## src/rtl/vector_line_engine_if.sv

```systemverilog
// vector_line_engine_if: handshake bundle for vector_line_engine
//   cmd_valid/cmd_ready, cmd_x0/y0/x1/y1, cmd_z : line command (start, end, intensity)
//   pix_valid/pix_ready, pix_x/y, pix_z, pix_last : pixel stream to the framebuffer arbiter
interface vector_line_engine_if #(
  parameter int CW = 10,
  parameter int ZW = 4
);
  logic          cmd_valid, cmd_ready;
  logic [CW-1:0] cmd_x0, cmd_y0, cmd_x1, cmd_y1;
  logic [ZW-1:0] cmd_z;
  logic          pix_valid, pix_ready, pix_last;
  logic [CW-1:0] pix_x, pix_y;
  logic [ZW-1:0] pix_z;
  modport master (
    output cmd_valid, cmd_x0, cmd_y0, cmd_x1, cmd_y1, cmd_z, pix_ready,
    input  cmd_ready, pix_valid, pix_x, pix_y, pix_z, pix_last
  );
  modport slave (
    input  cmd_valid, cmd_x0, cmd_y0, cmd_x1, cmd_y1, cmd_z, pix_ready,
    output cmd_ready, pix_valid, pix_x, pix_y, pix_z, pix_last
  );
endinterface

```

## src/rtl/vector_line_engine.sv

```systemverilog
// vector_line_engine: Bresenham line walker with one-deep command slot, window clipping and abort
//   pclk, reset_l : clock, async active-low reset
//   abort         : drops the active line and the pending command
//   bus (slave)   : command in (valid/ready), pixel out (valid/ready, last)
//   line_done     : one-cycle pulse per finished line; busy : engine active or slot full
module vector_line_engine #(
  parameter int CW   = 10,
  parameter int ZW   = 4,
  parameter int XMAX = 1023,
  parameter int YMAX = 767
) (
  input  logic                 pclk,
  input  logic                 reset_l,
  input  logic                 abort,
  vector_line_engine_if.slave  bus,
  output logic                 line_done,
  output logic                 busy
);
  localparam int EW = CW + 2;
  localparam logic [CW:0] XLIM = XMAX[CW:0];
  localparam logic [CW:0] YLIM = YMAX[CW:0];
  typedef enum logic [1:0] {IDLE, SETUP, DRAW} state_t;
  typedef struct packed {
    logic [CW-1:0] x0, y0, x1, y1;
    logic [ZW-1:0] z;
  } cmd_t;
  state_t               state_q, state_d;
  cmd_t                 pend_q, pend_d, cur_q, cur_d, cmd_in, src;
  logic                 pend_full_q, pend_full_d;
  logic [CW-1:0]        x_q, x_d, y_q, y_d;
  logic signed [EW-1:0] dx_q, dx_d, dy_q, dy_d, err_q, err_d;
  logic signed [EW-1:0] ddx, ddy, adx, ady, e2;
  logic                 sx_q, sx_d, sy_q, sy_d;
  logic                 pix_valid_q, pix_valid_d, pix_last_q, pix_last_d;
  logic                 line_done_q, line_done_d;
  logic                 hs, avail, adv, at_end, take;
  function automatic logic visible(input logic [CW-1:0] px, input logic [CW-1:0] py);
    return ({1'b0, px} <= XLIM) && ({1'b0, py} <= YLIM);
  endfunction
  assign cmd_in        = {bus.cmd_x0, bus.cmd_y0, bus.cmd_x1, bus.cmd_y1, bus.cmd_z};
  assign bus.cmd_ready = !pend_full_q;
  assign bus.pix_valid = pix_valid_q;
  assign bus.pix_x     = x_q;
  assign bus.pix_y     = y_q;
  assign bus.pix_z     = cur_q.z;
  assign bus.pix_last  = pix_last_q;
  assign line_done     = line_done_q;
  assign busy          = (state_q != IDLE) || pend_full_q;
  always_comb begin
    hs     = bus.cmd_valid && !pend_full_q && !abort;
    avail  = pend_full_q || hs;
    src    = pend_full_q ? pend_q : cmd_in;
    at_end = (x_q == cur_q.x1) && (y_q == cur_q.y1);
    // clipped pixels never wait for the downstream
    adv    = (state_q == DRAW) && (!pix_valid_q || bus.pix_ready);
    take   = avail && ((state_q == IDLE) || (adv && at_end));
    ddx    = $signed({2'b00, cur_q.x1}) - $signed({2'b00, cur_q.x0});
    ddy    = $signed({2'b00, cur_q.y1}) - $signed({2'b00, cur_q.y0});
    adx    = ddx[EW-1] ? -ddx : ddx;
    ady    = ddy[EW-1] ? -ddy : ddy;
    e2     = err_q <<< 1;
    state_d     = state_q;
    pend_d      = pend_q;
    pend_full_d = pend_full_q;
    cur_d       = cur_q;
    x_d         = x_q;
    y_d         = y_q;
    dx_d        = dx_q;
    dy_d        = dy_q;
    err_d       = err_q;
    sx_d        = sx_q;
    sy_d        = sy_q;
    line_done_d = 1'b0;
    // a slot entry is consumed in the same cycle it is taken, so the slot never blocks a direct load
    if (take) begin
      cur_d       = src;
      state_d     = SETUP;
      pend_full_d = 1'b0;
    end else if (hs) begin
      pend_d      = cmd_in;
      pend_full_d = 1'b1;
    end
    if (state_q == SETUP) begin
      x_d     = cur_q.x0;
      y_d     = cur_q.y0;
      dx_d    = adx;
      dy_d    = -ady;
      err_d   = adx - ady;
      sx_d    = cur_q.x0 < cur_q.x1;
      sy_d    = cur_q.y0 < cur_q.y1;
      state_d = DRAW;
    end else if (adv) begin
      if (at_end) begin
        line_done_d = 1'b1;
        state_d     = take ? SETUP : IDLE;
      end else begin
        // both tests use the pre-step error term
        if (e2 >= dy_q) begin
          err_d = err_q + dy_q;
          x_d   = sx_q ? x_q + CW'(1) : x_q - CW'(1);
        end
        if (e2 <= dx_q) begin
          err_d = err_d + dx_q;
          y_d   = sy_q ? y_q + CW'(1) : y_q - CW'(1);
        end
      end
    end
    if (abort) begin
      state_d     = IDLE;
      pend_full_d = 1'b0;
      line_done_d = 1'b0;
    end
    pix_valid_d = (state_d == DRAW) && visible(x_d, y_d);
    pix_last_d  = pix_valid_d && (x_d == cur_d.x1) && (y_d == cur_d.y1);
  end
  always_ff @(posedge pclk or negedge reset_l)
    if (!reset_l) begin
      state_q     <= IDLE;
      pend_q      <= '0;
      pend_full_q <= 1'b0;
      cur_q       <= '0;
      x_q         <= '0;
      y_q         <= '0;
      dx_q        <= '0;
      dy_q        <= '0;
      err_q       <= '0;
      sx_q        <= 1'b0;
      sy_q        <= 1'b0;
      pix_valid_q <= 1'b0;
      pix_last_q  <= 1'b0;
      line_done_q <= 1'b0;
    end else begin
      state_q     <= state_d;
      pend_q      <= pend_d;
      pend_full_q <= pend_full_d;
      cur_q       <= cur_d;
      x_q         <= x_d;
      y_q         <= y_d;
      dx_q        <= dx_d;
      dy_q        <= dy_d;
      err_q       <= err_d;
      sx_q        <= sx_d;
      sy_q        <= sy_d;
      pix_valid_q <= pix_valid_d;
      pix_last_q  <= pix_last_d;
      line_done_q <= line_done_d;
    end
endmodule

```

## src/flat_wrapper.sv

```systemverilog
// flat-port wrapper written by rule: the top's interface ports become plain ports
module vector_line_engine_flat 
#(
  parameter int CW   = 10,
  parameter int ZW   = 4,
  parameter int XMAX = 1023,
  parameter int YMAX = 767
)
  (pclk, reset_l, abort, line_done, busy, bus_cmd_valid, bus_cmd_x0, bus_cmd_y0, bus_cmd_x1, bus_cmd_y1, bus_cmd_z, bus_pix_ready, bus_cmd_ready, bus_pix_valid, bus_pix_x, bus_pix_y, bus_pix_z, bus_pix_last);
  vector_line_engine_if #(.CW(CW), .ZW(ZW)) bus_i ();
  input  logic pclk;
  input  logic reset_l;
  input  logic abort;
  output logic line_done;
  output logic busy;
  input wire logic [$bits(bus_i.cmd_valid)-1:0] bus_cmd_valid;
  input wire logic [$bits(bus_i.cmd_x0)-1:0] bus_cmd_x0;
  input wire logic [$bits(bus_i.cmd_y0)-1:0] bus_cmd_y0;
  input wire logic [$bits(bus_i.cmd_x1)-1:0] bus_cmd_x1;
  input wire logic [$bits(bus_i.cmd_y1)-1:0] bus_cmd_y1;
  input wire logic [$bits(bus_i.cmd_z)-1:0] bus_cmd_z;
  input wire logic [$bits(bus_i.pix_ready)-1:0] bus_pix_ready;
  output wire logic [$bits(bus_i.cmd_ready)-1:0] bus_cmd_ready;
  output wire logic [$bits(bus_i.pix_valid)-1:0] bus_pix_valid;
  output wire logic [$bits(bus_i.pix_x)-1:0] bus_pix_x;
  output wire logic [$bits(bus_i.pix_y)-1:0] bus_pix_y;
  output wire logic [$bits(bus_i.pix_z)-1:0] bus_pix_z;
  output wire logic [$bits(bus_i.pix_last)-1:0] bus_pix_last;
  assign bus_i.cmd_valid = bus_cmd_valid;
  assign bus_i.cmd_x0 = bus_cmd_x0;
  assign bus_i.cmd_y0 = bus_cmd_y0;
  assign bus_i.cmd_x1 = bus_cmd_x1;
  assign bus_i.cmd_y1 = bus_cmd_y1;
  assign bus_i.cmd_z = bus_cmd_z;
  assign bus_i.pix_ready = bus_pix_ready;
  assign bus_cmd_ready = bus_i.cmd_ready;
  assign bus_pix_valid = bus_i.pix_valid;
  assign bus_pix_x = bus_i.pix_x;
  assign bus_pix_y = bus_i.pix_y;
  assign bus_pix_z = bus_i.pix_z;
  assign bus_pix_last = bus_i.pix_last;
  vector_line_engine #(.CW(CW), .ZW(ZW), .XMAX(XMAX), .YMAX(YMAX)) u_core (.pclk(pclk), .reset_l(reset_l), .abort(abort), .bus(bus_i), .line_done(line_done), .busy(busy));
endmodule
```

## config.mk

```make
export PLATFORM = sky130hd
export DESIGN_NAME = vector_line_engine_flat
export DESIGN_NICKNAME = d
export VERILOG_FILES = /design/src/rtl/vector_line_engine_if.sv /design/src/rtl/vector_line_engine.sv /design/src/flat_wrapper.sv
export SDC_FILE = /design/constraint.sdc
export NUM_CORES = 1
export LEC_CHECK = 0
export CAP_MARGIN = 20
export CELL_PAD_IN_SITES_DETAIL_PLACEMENT = 1
export CELL_PAD_IN_SITES_GLOBAL_PLACEMENT = 1
export CORE_ASPECT_RATIO = 0.75
export CORE_MARGIN = 4
export CORE_UTILIZATION = 45
export CTS_BUF_LIST = sky130_fd_sc_hd__clkbuf_16
export DETAILED_ROUTE_END_ITERATION = 16
export GPL_ROUTABILITY_DRIVEN = 0
export GPL_TIMING_DRIVEN = 0
export PLACE_DENSITY_LB_ADDON = 0.1
export SLEW_MARGIN = 0
export SYNTH_ARGS = -nofsm -noshare
export SYNTH_HDL_FRONTEND = slang
export SYNTH_SLANG_ARGS = --single-unit
```

## constraint.sdc

```tcl
create_clock -name pclk -period 5.45 [get_ports pclk]
set_input_delay 0.545 -clock pclk [delete_from_list [all_inputs] [get_ports pclk]]
set_output_delay 0.545 -clock pclk [all_outputs]
set_load 0.02 [all_outputs]
```

==> out/results.tsv <==
metric	value	unit
antenna_found_initial	0	
critical_path_class	flip-flop to flip-flop	
wire_per_inst	21.8	µm
drtIter0Drc	586	
status	complete, no violations	
grt_pass1_vias	9629	
ff_latch_area	3780	µm²
die_y	143	µm
place_hpwl	27.6	mm
synthCells	1181	
diodes	0	
setup.worst_path.end_class	flip-flop	
synth.cell_area	11000	µm²
drt_wl_total	35.5	mm
worstPathArrival	5570	ps
synth.avg_cell_area	9.28	µm²
cts_tree	done	
rows	49	
synth_fp_nets	1328	
grt_start_max_net_pins	109	
clock_skew	11.7	ps
die_x	188	µm
yosysWarnings	0	
rsz0062_at_grt	no	
route.antenna.remaining_nets	0	
route.detailed.drc	0	
drive_gt1_share	9.59	%
grt_pass1_wl	55.4	mm
cp_data_required_time	5770	ps
multi_input_area	6750	µm²
grt.overflow.total	0	
synthArstFlopShare	100	%
yosys_register_bits	151	
h-tree-depth	4	
core	24000	µm²
layout_common_cells	dfrtp_1, nor2_1, a21oi_1	
cts.clk_slew.worst_paths	70	ps
insertion_delay	440	ps
hold_class	flip-flop to flip-flop	
timing.final.max_slew_violations	0	
placed_cells	1590	
synth.distinct_cells	81	
drv_cap	0	
num_vias	9347	
cts.path.max_buffers	2	
synth_edf_count	0	
cts_sinks	151	
area_growth	17.6	%
ys_seq_area_share	34.5	%
startpoint_type	flip-flop	
first_pass_iters	7	
hold_viol_final	0	
fillers	2744	
crit_fanout	5	
cts_root_buf	clkbuf_16	
pin_count	78	
worst_pin_slew	1170	ps
finalCriticalPeriod	5250	ps
layout_commonest_cell	dfrtp_1	
synthFlopType	dfrtp_1	
final_nets	1428	
start_util	45.7	%
vias_per_cell	5.76	
stdcell_count	1624	
die_area	26900	µm²
fin_setup_tns	0	ps
slew_headroom	21.2	%
fmax	191	MHz
grt.total_usage	26.6	%
io_buffers	77	
cts_buffers	17	
fin_crit_sh	96.3	%
finalSetupViolCount	0	
==> path summary, 6_finish.rpt <==
path                                  startpoint                end  slack, ps  cells past startpoint
worst max-delay path             u_core.err_q[2]   u_core.err_q[10]        200                     20
worst min-delay path            u_core.pend_q[6]   u_core.pend_q[6]        510                      1
worst max register to register   u_core.err_q[2]   u_core.err_q[10]        200                     20
worst min register to register  u_core.pend_q[6]   u_core.pend_q[6]        510                      1
max in group asynchronous                reset_l    u_core.dx_q[11]       3970                      3
min in group asynchronous                reset_l  u_core.pend_q[30]        610                      2
==> cell type report <==
| cell class | count | share of cell area, % |
|---|---|---|
| Inverter | 76 | 2.21 |
| Clock inverter | 14 | 1.42 |
| Sequential cell | 151 | 29.3 |
| Tap cell | 331 | 3.21 |
| Multi-Input combinational cell | 908 | 52.3 |
| Buffer | 45 | 1.73 |
| Clock buffer | 17 | 3.30 |
| Timing Repair Buffer | 82 | 6.48 |
==> routing by layer <==
metal	track usage (%)	vias to the layer above	wire, µm
met3	5.33	31	1800
met1	39.4	4757	17900
met2	40.9	189	15400
met4	4.98	0	345
li1	-	4370	-
met5	0	-	0
==> registers in the layout (all words and copies together), names as in the netlist <==
| signal | count |
|---|---|
| u_core.bus.pix_last | 1 |
| u_core.pend_full_q | 1 |
| u_core.sy_q | 1 |
| u_core.state_q | 2 |
| u_core.err_q | 11 |
| u_core.dy_q | 12 |
| u_core.sx_q | 1 |
| u_core.bus.pix_y | 10 |
| u_core.bus.pix_x | 10 |
| u_core.cur_q | 40 |
| u_core.pend_q | 44 |
| u_core.line_done | 1 |
| u_core.dx_q | 12 |
| u_core.bus.pix_valid | 1 |
| u_core.bus.pix_z | 4 |
==> cell usage after synthesis, drive strengths merged, types with 10 or more instances <==
cell,instances,area (µm²)
dfrtp,151,3780
nor2,115,437
a21oi,97,489
ha,91,1140
nand2,85,319
inv,76,285
xor2,65,569
o21ai,58,294
xnor2,52,455
mux2,49,552
mux2i,48,480
clkbuf,27,101
nor3,21,105
a21o,19,143
buf,19,114
o21bai,19,146
nand3,13,70.1
nor2b,12,75.1
nor4,12,81.3
and3,11,68.8
nand4,10,62.6
o211ai,10,75.1
==> repair_timing <==
action,CTS,global route
hold buffers,1,0
gates cloned,0,0
resized for setup,7,10
buffers inserted,3,0
pin swaps,3,2
endpoints found under the setup margin,4,3
hold endpoints to repair,2,0
==> critical path, stage by stage, from the launching register on <==
cell       delay [ps]
dfrtp_1           440
ha_1              370
and4b_1           300
a2111oi_4         310
o21ai_2           130
o41ai_4           310
clkbuf_8          250
mux2_2            350
ha_1              210
fa_1              410
a21o_1            180
a21oi_1           200
nor2b_1            90
o21a_1            230
o41ai_2           350
o21ai_1           150
xnor2_1           170
nand2_1            90
xor2_1            190
nor3b_1           140
a211o_1           250
==> kinds of logic (layout without fill, tap and decap cells) <==
logic type | Yosys count | count (layout) | share of synthesized area [%]
buffers and inverters | 122 | 234 | 4.57
AND/OR/NAND/NOR | 321 | 321 | 14.0
adder cells (fa/ha/maj) | 98 | 98 | 11.7
XOR/XNOR | 117 | 117 | 9.35
flip-flops | 151 | 151 | 34.5
multiplexers | 97 | 97 | 9.42
AO/OA/AOI/OAI | 275 | 275 | 16.6
==> per-stage QoR <==
| step | setup slack (ps) | hold WS, ps | instance area, µm² | util [%] |
|---|---|---|---|---|
| floorplan | 556 | 249 | 11000 | - |
| global placement | -2630 | 488 | 12100 | 50.7 |
| detailed placement | -648 | 465 | 12200 | 50.8 |
| CTS | 28.2 | 510 | 12900 | 53.6 |
| global route | 10.1 | 519 | 12900 | 53.8 |
| finish | 203 | 507 | 12900 | 53.8 |
Power is not shown: default switching activity piles up to over one toggle a cycle in this logic, so the estimate is an artifact.
